==> src/rtl/uart_pkg.sv <==
// Shared types and sizing helpers for the oversampling UART receiver and its companion blocks.
package uart_pkg;

  typedef enum logic [2:0] {
    IDLE,
    START,
    DATA,
    PARITY,
    STOP,
    BREAK
  } uart_rx_state_t;

  // Oversample tick divider, floored and never below 1.
  function automatic int uart_div(input int clk_hz, input int baud, input int os);
    int d;
    d = clk_hz / (baud * os);
    return (d < 1) ? 1 : d;
  endfunction

  function automatic int uart_cnt_w(input int data_bits);
    return $clog2(data_bits + 1);
  endfunction

endpackage

==> src/rtl/uart_os_tick.sv <==
// Free-running oversample tick generator: one-cycle pulse every DIV clocks.
module uart_os_tick #(
  parameter int DIV = 1
) (
  input  logic clk,
  input  logic rst_n,
  output logic tick
);

  localparam int CW = (DIV > 1) ? $clog2(DIV) : 1;
  localparam logic [CW-1:0] LAST = CW'(DIV - 1);

  logic [CW-1:0] cnt;

  always_ff @(posedge clk) begin
    if (!rst_n)            cnt <= '0;
    else if (cnt == LAST)  cnt <= '0;
    else                   cnt <= cnt + CW'(1);
  end

  assign tick = (cnt == LAST);

endmodule

==> src/rtl/uart_rx_os.sv <==
// Oversampling UART receiver, 5..9 data bits, 1..2 stop bits, valid/ready output.
// Define UART_RX_PARITY_EN to add a parity bit after the data bits.
module uart_rx_os
  import uart_pkg::*;
#(
  parameter int CLK_HZ     = 50_000_000,
  parameter int BAUD       = 115_200,
  parameter int OVERSAMPLE = 16,
  parameter int DATA_BITS  = 8,
  parameter int STOP_BITS  = 1,
  parameter int PARITY_ODD = 0
) (
  input  logic                 clk,
  input  logic                 rst_n,
  input  logic                 rx,
  output logic [DATA_BITS-1:0] rx_data,
  output logic                 rx_valid,
  input  logic                 rx_ready,
  output logic                 frame_err,
  output logic                 parity_err,
  output logic                 overrun,
  output logic                 busy
);

  localparam int DIV = uart_div(CLK_HZ, BAUD, OVERSAMPLE);
  localparam int CW  = uart_cnt_w(DATA_BITS);
  localparam int PW  = $clog2(OVERSAMPLE);
  localparam logic [PW-1:0] PH_MID    = PW'(OVERSAMPLE / 2 - 1);
  localparam logic [PW-1:0] PH_END    = PW'(OVERSAMPLE - 1);
  localparam logic [CW-1:0] LAST_DATA = CW'(DATA_BITS - 1);
  localparam logic [CW-1:0] LAST_STOP = CW'(STOP_BITS - 1);

  logic                 rx_p0, rx_p1, tick;
  uart_rx_state_t       state, state_n;
  logic [PW-1:0]        ph, ph_n, ph_step;
  logic [CW-1:0]        bcnt, bcnt_n;
  logic [DATA_BITS-1:0] shreg, shreg_n;
  logic                 ferr_acc, ferr_acc_n, cm_ferr, commit;
`ifdef UART_RX_PARITY_EN
  logic                 perr_acc, perr_acc_n, perr_q;
`else
  logic                 unused_par_odd;
  assign unused_par_odd = PARITY_ODD[0];
`endif

  uart_os_tick #(.DIV(DIV)) u_tick (
    .clk   (clk),
    .rst_n (rst_n),
    .tick  (tick)
  );

  assign ph_step = (ph == PH_END) ? '0 : ph + PW'(1);
  assign cm_ferr = ferr_acc | ~rx_p1;

  always_ff @(posedge clk) begin
    if (!rst_n) begin
      rx_p0    <= 1'b1;
      rx_p1    <= 1'b1;
      state    <= IDLE;
      ph       <= '0;
      bcnt     <= '0;
      shreg    <= '0;
      ferr_acc <= 1'b0;
`ifdef UART_RX_PARITY_EN
      perr_acc <= 1'b0;
`endif
    end else begin
      rx_p0    <= rx;
      rx_p1    <= rx_p0;
      state    <= state_n;
      ph       <= ph_n;
      bcnt     <= bcnt_n;
      shreg    <= shreg_n;
      ferr_acc <= ferr_acc_n;
`ifdef UART_RX_PARITY_EN
      perr_acc <= perr_acc_n;
`endif
    end
  end

  always_comb begin
    state_n    = state;
    ph_n       = ph;
    bcnt_n     = bcnt;
    shreg_n    = shreg;
    ferr_acc_n = ferr_acc;
    commit     = 1'b0;
`ifdef UART_RX_PARITY_EN
    perr_acc_n = perr_acc;
`endif
    case (state)
      IDLE: begin
        if (!rx_p1) begin
          ph_n       = '0;
          bcnt_n     = '0;
          ferr_acc_n = 1'b0;
`ifdef UART_RX_PARITY_EN
          perr_acc_n = 1'b0;
`endif
          state_n    = START;
        end
      end
      START: begin
        // Mid-start-bit check rejects short glitches on the idle line.
        if (tick) begin
          if (ph == PH_MID) begin
            ph_n    = '0;
            state_n = rx_p1 ? IDLE : DATA;
          end else begin
            ph_n = ph + PW'(1);
          end
        end
      end
      DATA: begin
        if (tick) begin
          ph_n = ph_step;
          if (ph == PH_END) begin
            shreg_n = {rx_p1, shreg[DATA_BITS-1:1]};
            if (bcnt == LAST_DATA) begin
              bcnt_n  = '0;
`ifdef UART_RX_PARITY_EN
              state_n = PARITY;
`else
              state_n = STOP;
`endif
            end else begin
              bcnt_n = bcnt + CW'(1);
            end
          end
        end
      end
`ifdef UART_RX_PARITY_EN
      PARITY: begin
        if (tick) begin
          ph_n = ph_step;
          if (ph == PH_END) begin
            perr_acc_n = ((^shreg) ^ rx_p1) != PARITY_ODD[0];
            state_n    = STOP;
          end
        end
      end
`endif
      STOP: begin
        // bcnt is reused as the stop-bit index; a low final stop bit means a break.
        if (tick) begin
          ph_n = ph_step;
          if (ph == PH_END) begin
            ferr_acc_n = cm_ferr;
            if (bcnt == LAST_STOP) begin
              commit  = 1'b1;
              state_n = rx_p1 ? IDLE : BREAK;
            end else begin
              bcnt_n = bcnt + CW'(1);
            end
          end
        end
      end
      BREAK: begin
        if (rx_p1) state_n = IDLE;
      end
      default: state_n = IDLE;
    endcase
  end

  always_ff @(posedge clk) begin
    if (!rst_n) begin
      rx_data   <= '0;
      rx_valid  <= 1'b0;
      frame_err <= 1'b0;
      overrun   <= 1'b0;
`ifdef UART_RX_PARITY_EN
      perr_q    <= 1'b0;
`endif
    end else if (commit && (!rx_valid || rx_ready)) begin
      rx_data   <= shreg;
      rx_valid  <= 1'b1;
      frame_err <= cm_ferr;
      overrun   <= 1'b0;
`ifdef UART_RX_PARITY_EN
      perr_q    <= perr_acc;
`endif
    end else if (commit) begin
      overrun   <= 1'b1;
    end else if (rx_valid && rx_ready) begin
      rx_valid  <= 1'b0;
      frame_err <= 1'b0;
      overrun   <= 1'b0;
`ifdef UART_RX_PARITY_EN
      perr_q    <= 1'b0;
`endif
    end
  end

`ifdef UART_RX_PARITY_EN
  assign parity_err = perr_q;
`else
  assign parity_err = 1'b0;
`endif

  assign busy = (state != IDLE);

endmodule

==> config.mk <==
export PLATFORM = sky130hd
export DESIGN_NAME = uart_rx_os
export DESIGN_NICKNAME = d
export VERILOG_FILES = /design/src/rtl/uart_pkg.sv /design/src/rtl/uart_os_tick.sv /design/src/rtl/uart_rx_os.sv
export SDC_FILE = /design/constraint.sdc
export NUM_CORES = 1
export LEC_CHECK = 0
export ABC_AREA = 1
export CORE_AREA = 2 2 62 64
export CTS_CLUSTER_DIAMETER = 40
export CTS_CLUSTER_SIZE = 16
export DETAILED_ROUTE_END_ITERATION = 8
export DIE_AREA = 0 0 64 66
export PLACE_DENSITY = 0.74
export SYNTH_ARGS = -nofsm -noshare
export SYNTH_HDL_FRONTEND = slang
export SYNTH_HIERARCHICAL = 1
export SYNTH_SLANG_ARGS = --single-unit
export TNS_END_PERCENT = 10
==> constraint.sdc <==
create_clock -name clk -period 1.9 [get_ports clk]
set_clock_uncertainty 0.05 [all_clocks]
set_input_delay 0.19 -clock clk [delete_from_list [all_inputs] [get_ports clk]]
set_output_delay 0.19 -clock clk [all_outputs]
set_load 0.05 [all_outputs]
-- Yosys cells after proc, flatten, opt, wreduce, memory -nomap -nowiden
Cells that the tools add are included.
- add/sub/neg operators: 3
- mux-type cells: 39
- bitwise gates (word level): 3
- reduce and logical (&&, ||, !) cells: 21
- equality and inequality tests: 21
- operator list (kind ; count):
    4-bit two-way mux ; 11
    3-bit two-way mux ; 11
    4-bit one-hot mux with 3 select lines ; 2
    2-bit != test (second input constant) ; 11
    3-bit one-hot mux with 5 select lines ; 1
    1-bit two-way mux ; 12
    10-bit AND reduction ; 1
    3-bit nonzero test ; 3
    4-bit by 1-bit adder with 4-bit output (second input constant) ; 2
    4-bit by 3-bit == test with 1-bit output (second input constant) ; 2
    4-bit AND reduction ; 2
    7-bit AND reduction ; 1
    3-bit == test (second input constant) ; 2
    2-bit nonzero test ; 3
    2-bit OR reduction ; 3
    5-bit by 1-bit adder with 5-bit output (second input constant) ; 1
    5-bit == test (second input constant) ; 1
    4-bit == test (second input constant) ; 1
    4-bit logical NOT ; 1
    2-bit by 1-bit != test with 1-bit output (second input constant) ; 2
    3-bit by 1-bit == test with 1-bit output (second input constant) ; 1
    3-bit by 2-bit == test with 1-bit output (second input constant) ; 1
    3-bit logical NOT ; 1
    3-bit AND reduction ; 1
    8 further kinds ; 10
- logic and storage cells: 99
- register bits: 38
- input port bits: 4

-- Longest topological paths before layout
- depth after elaboration: 8
- mapped depth: 12
- gate-level depth less buffers: 12

-- By module
Netlist, hierarchy kept.
- modules (own cells, without submodules) (module ; cells each ; area each (um^2) ; instances):
    uart_rx_os ; 234 ; 1637.8 ; 1
    uart_os_tick ; 32 ; 246.5 ; 1

-- Worst setup path before layout
Ideal clock, no wire load.
- kind: reg2reg
- from: reg u_tick.cnt[0]
- to: reg frame_err
- cell stages (with the launch flop): 13
- period minus slack after synthesis: 1.609 ns
- arrival time: 1.493 ns
- setup time: 0.066 ns
- buffers on the path: 0
- slack: 0.291 ns
- cells stage by stage: dfxtp_1 inv_1 ha_1 nand2_2 nor2_2 inv_1 nor2_1 nand2_2 inv_4 nand2_8 clkinv_4 nand2_1 a21oi_2
- word-level cells in the longest chain between the ends: 6
- elaborated cells on any way between the ends: 8
- those cells by class: 2 x eq/ne; 3 x mux; 3 x reduce/logical
- RTL lines (element ; line ; text):
    from (decl) ; uart_os_tick.sv:13 ; logic [CW-1:0] cnt;
    from (signal assigned) ; uart_os_tick.sv:18 ; else cnt <= cnt + CW'(1);
    5-bit == test * ; uart_os_tick.sv:21 ; assign tick = (cnt == LAST);
    via tick ; uart_rx_os.sv:33 ; logic rx_p0, rx_p1, tick;
    1-bit two-way mux * ; uart_rx_os.sv:145 ; if (tick) begin
    1-bit two-way mux * ; uart_rx_os.sv:91 ; case (state)
    1-bit logical AND ; uart_rx_os.sv:174 ; end else if (commit && (!rx_valid || rx_ready)) begin
    2-bit by 1-bit != test with 1-bit output (no source line) or 2-bit nonzero test (tied branches) ; - ;
    2-bit AND reduction (no source line) ; - ;
    to (signal assigned) ; uart_rx_os.sv:177 ; frame_err <= cm_ferr;
    to (decl) ; uart_rx_os.sv:19 ; output logic frame_err,
The timed path passes the listed nets; every way through them passes the cells marked *.
A chain may end at the register's enable or synchronous reset.

-- Final worst setup path
- from: reg rx_valid
- to: out rx_valid
- RTL lines (element ; line ; text):
    from (decl) ; uart_rx_os.sv:17 ; output logic rx_valid,
    from (signal assigned) ; uart_rx_os.sv:168 ; rx_valid <= 1'b0;
    from (signal assigned) ; uart_rx_os.sv:176 ; rx_valid <= 1'b1;
    from (signal assigned) ; uart_rx_os.sv:185 ; rx_valid <= 1'b0;
No word-level cell between the ends.

==> flow_summary_export.csv <==
group,metric,value,unit
cells_and_area,nFillCells,339,
placed_design,routabilityCongestion,0.8936,
power,vdd_ir_drop_max,0.0006515,V
hold_path,min_path_cells,2,
sta,maxSlewHeadroom,64.41,%
sta,finalMaxSlewViolations,0,
cells_and_area,layout-drive-gt1-share,15.33,%
floorplan,floorplan.die_area,4224,sq um
sta,tightest_slew,0.5333,ns
global_route,global_route_congestion_overflow_total,0,
clock_network,clk_pin_slew,0.12,ns
routing,drt_iter0_drc,75,
yosys,syn_inst,266,
critical_path,cp-end-kind,"primary output",
yosys,synth-seq-cells,38,
clock_network,cts_hold_buffers,0,
routing,first_pass_iters,4,
global_route,grt_pass1_wl,6396,microns
yosys,synth.cell_area,1884,sq um
clock_network,ctsHtreeMaxLevel,2,
clock_network,cts_root_buf,"clkbuf_4",
yosys,synth_top_cell_by_area,"dfxtp_1",
power,totalPowerFinal,2.697,mW
floorplan,initial_utilization,53.07,%
sta,hold_viol_final,0,
floorplan,die_w,64,microns
critical_path,crit_buf_inv,1,
routing,met1Wirelength,1813,microns
power,total_leakage_power,0.9094,nW
clock_network,clkLatencyLatePin,0.35,ns
routing,via_count,1627,
floorplan,std_cell_rows,22,
critical_path,critical_path.max_fanout,4,
power,powerDensity,1253,nW/um^2
yosys,synth-seq-area-share,40.37,%
yosys,synth_ff_type,"dfxtp_1",
job,cap_violations,0,
yosys,synthesis.nets,275,
sta,grt_setup_unrepaired,"no",
routing,met3_length,88,microns
hold_path,hold_path.class,"input port to flop",
cells_and_area,area_delta_synth_final,14.28,%
routing,antenna_left,0,
critical_path,critPathRequiredTime,1.66,ns
critical_path,setup.worst_path.start,"rx_valid",
sta,timing.setup.tns,0,ns
critical_path,r2r_cells,12,
placed_design,numPortBuffers,15,
yosys,synth.avg_cell_area,7.084,sq um
floorplan,core-area,3551,sq um
routing,drt_drc_violations_left,0,
sta,post-route-period-util,94.78,%
clock_network,ctsLongestPathBuffers,2,
yosys,synthArstFlopShare,0,%
cells_and_area,multi_input_area,993.5,sq um
floorplan,top_level_ports,17,
global_route,number_of_global_route_vias_before_repair,1497,
routing,avgRoutedWirePerCell,10.69,microns
critical_path,critical_path.startpoint_type,"flop",
cells_and_area,antenna_cells,0,
sta,final-setup-viol-count,0,
global_route,grt_start_max_net_pins,19,
clock_network,clock_sinks,38,
routing,route.final.wire_length,3581,microns
placed_design,dp_hpwl,2653,microns
yosys,synth.top_cell.area_share,40.37,%
status,status,"complete, no violations",
critical_path,path_length_in_cells_of_the_critical_path,1,
yosys,synthMostInstantiatedCell,"nand2_1",
cells_and_area,seqCellArea,760.7,sq um
routing,viasPerCell,4.857,
critical_path,path_delay_family,"buffers and inverters",
yosys,netlist_top_cells_area,"dfxtp_1 (40%), nand2_1 (12%), nor2_1 (9.4%), a21oi_1 (5.8%), inv_1 (4.4%)",
routing,routed.top_layer,"met4",
critical_path,path_cells,"clkdlybuf4s50_1",
global_route,track_usage,19.25,%
critical_path,rr_startpoint,"u_tick/cnt[0]",
clock_network,tritoncts.num_buffers,5,
floorplan,die_height,66,microns
yosys,synthesis.yosys.warnings,6,
routing,met2WireLength,1600,microns
yosys,number_of_flops_mapped_to_enable_cells_by_yosys,0,
critical_path,critPathMaxStageDelay,0.82,ns
yosys,number_of_unique_standard_cell_types_used_by_synthesis,32,
yosys,post_synth_most_frequent_cells,"nand2_1 (59), nor2_1 (47), dfxtp_1 (38), a21oi_1 (22), inv_1 (22)",
cells_and_area,nNetsFinal,295,
critical_path,critical-path-slowest-cell,"clkdlybuf4s50_1",
hold_path,hold_start,"rx",
critical_path,worstPathArrival,1.56,ns
clock_network,cts_tree,"yes",
global_route,initial_antenna_violation_count,0,
sta,period_minus_slack,1.801,ns
sta,maxClockFrequency,555.3,MHz
critical_path,kind_of_critical_path,"flop to primary output",
where the power goes:
group | total [mW] | internal (mW) | leakage [nW] | switching [mW]
logic | 1.24 | 0.409 | 0.567 | 0.829
registers | 1.00 | 0.878 | 0.308 | 0.126
clock network | 0.456 | 0.178 | 0.0343 | 0.278
total | 2.70 | 1.46 | 0.909 | 1.23
area by class of cell:
class | instances | area share [%]
sequential | 38 | 35.33
clock buffer | 6 | 2.382
inverter | 28 | 5.230
multi-input combinational | 196 | 46.14
timing repair buffer | 17 | 7.554
tap | 48 | 2.789
clock inverter | 2 | 0.5811
cells by family (layout without fill, tap and decap cells):
family	count (synthesis)	after routing	share of synthesized area [%]
XOR/XNOR	4	4	1.860
other	1	1	0.1990
buffers and inverters	32	53	7.171
flip-flops	38	38	40.37
AND/OR/NAND/NOR	146	146	35.46
AO/OA/AOI/OAI	40	40	11.62
adder cells (fa/ha/maj)	5	5	3.320
timing repair:
| action | in CTS | in global routing |
|---|---|---|
| setup buffers | 0 | 0 |
| resized for setup | 0 | 2 |
| endpoints found under the setup margin | 0 | 15 |
cell usage in the layout (no fill, tap or decap), drive strengths merged:
cell type / instances
xnor2: 2
buf: 3
nand3: 14
clkinv: 2
clkbuf: 6
nor2: 57
ha: 5
inv: 27
clkinvlp: 1
clkdlybuf4s50: 14
a21oi: 23
nand4: 3
dfxtp: 38
nor3: 1
o21bai: 1
o21a: 1
nand2: 68
xor2: 2
or2: 3
o211ai: 1
o21ai: 14
conb: 1
per-stage QoR:
step | cells | area [sq um] | worst slack (ns) | utilization (%) | hold slack (ns)
after floorplan | 266 | 1884 | 0.2910 | - | 0.2466
after global placement | 327 | 2085 | 0.2259 | 58.70 | 0.3446
after detailed placement | 327 | 2085 | 0.1628 | 58.70 | 0.3538
after CTS | 335 | 2148 | 0.08100 | 60.50 | 0.3478
after global routing | 335 | 2153 | 0.003483 | 60.64 | 0.3664
final | 335 | 2153 | 0.09918 | 60.64 | 0.3580
state kept, by name, indices dropped and copies added, names as in the netlist, 3 cells and up:
name        count
shreg           8
state           3
u_tick/cnt      5
rx_data         8
bcnt            4
ph              4
layer usage:
layer  up-vias  track usage, %
li1        886               -
met5         -               0
met2        17           32.16
met1       715           23.97
met4         0           8.967
met3         9           3.578
worst paths after layout:
| check | end | slack, ns |
|---|---|---|
| setup / recovery | rx_valid | 0.1 |
| hold / removal | rx_p0 | 0.36 |
| setup reg to reg | ph[2] | 0.16 |
| hold reg to reg | rx_p1 | 0.37 |
Power figures use the tool's default switching activity.
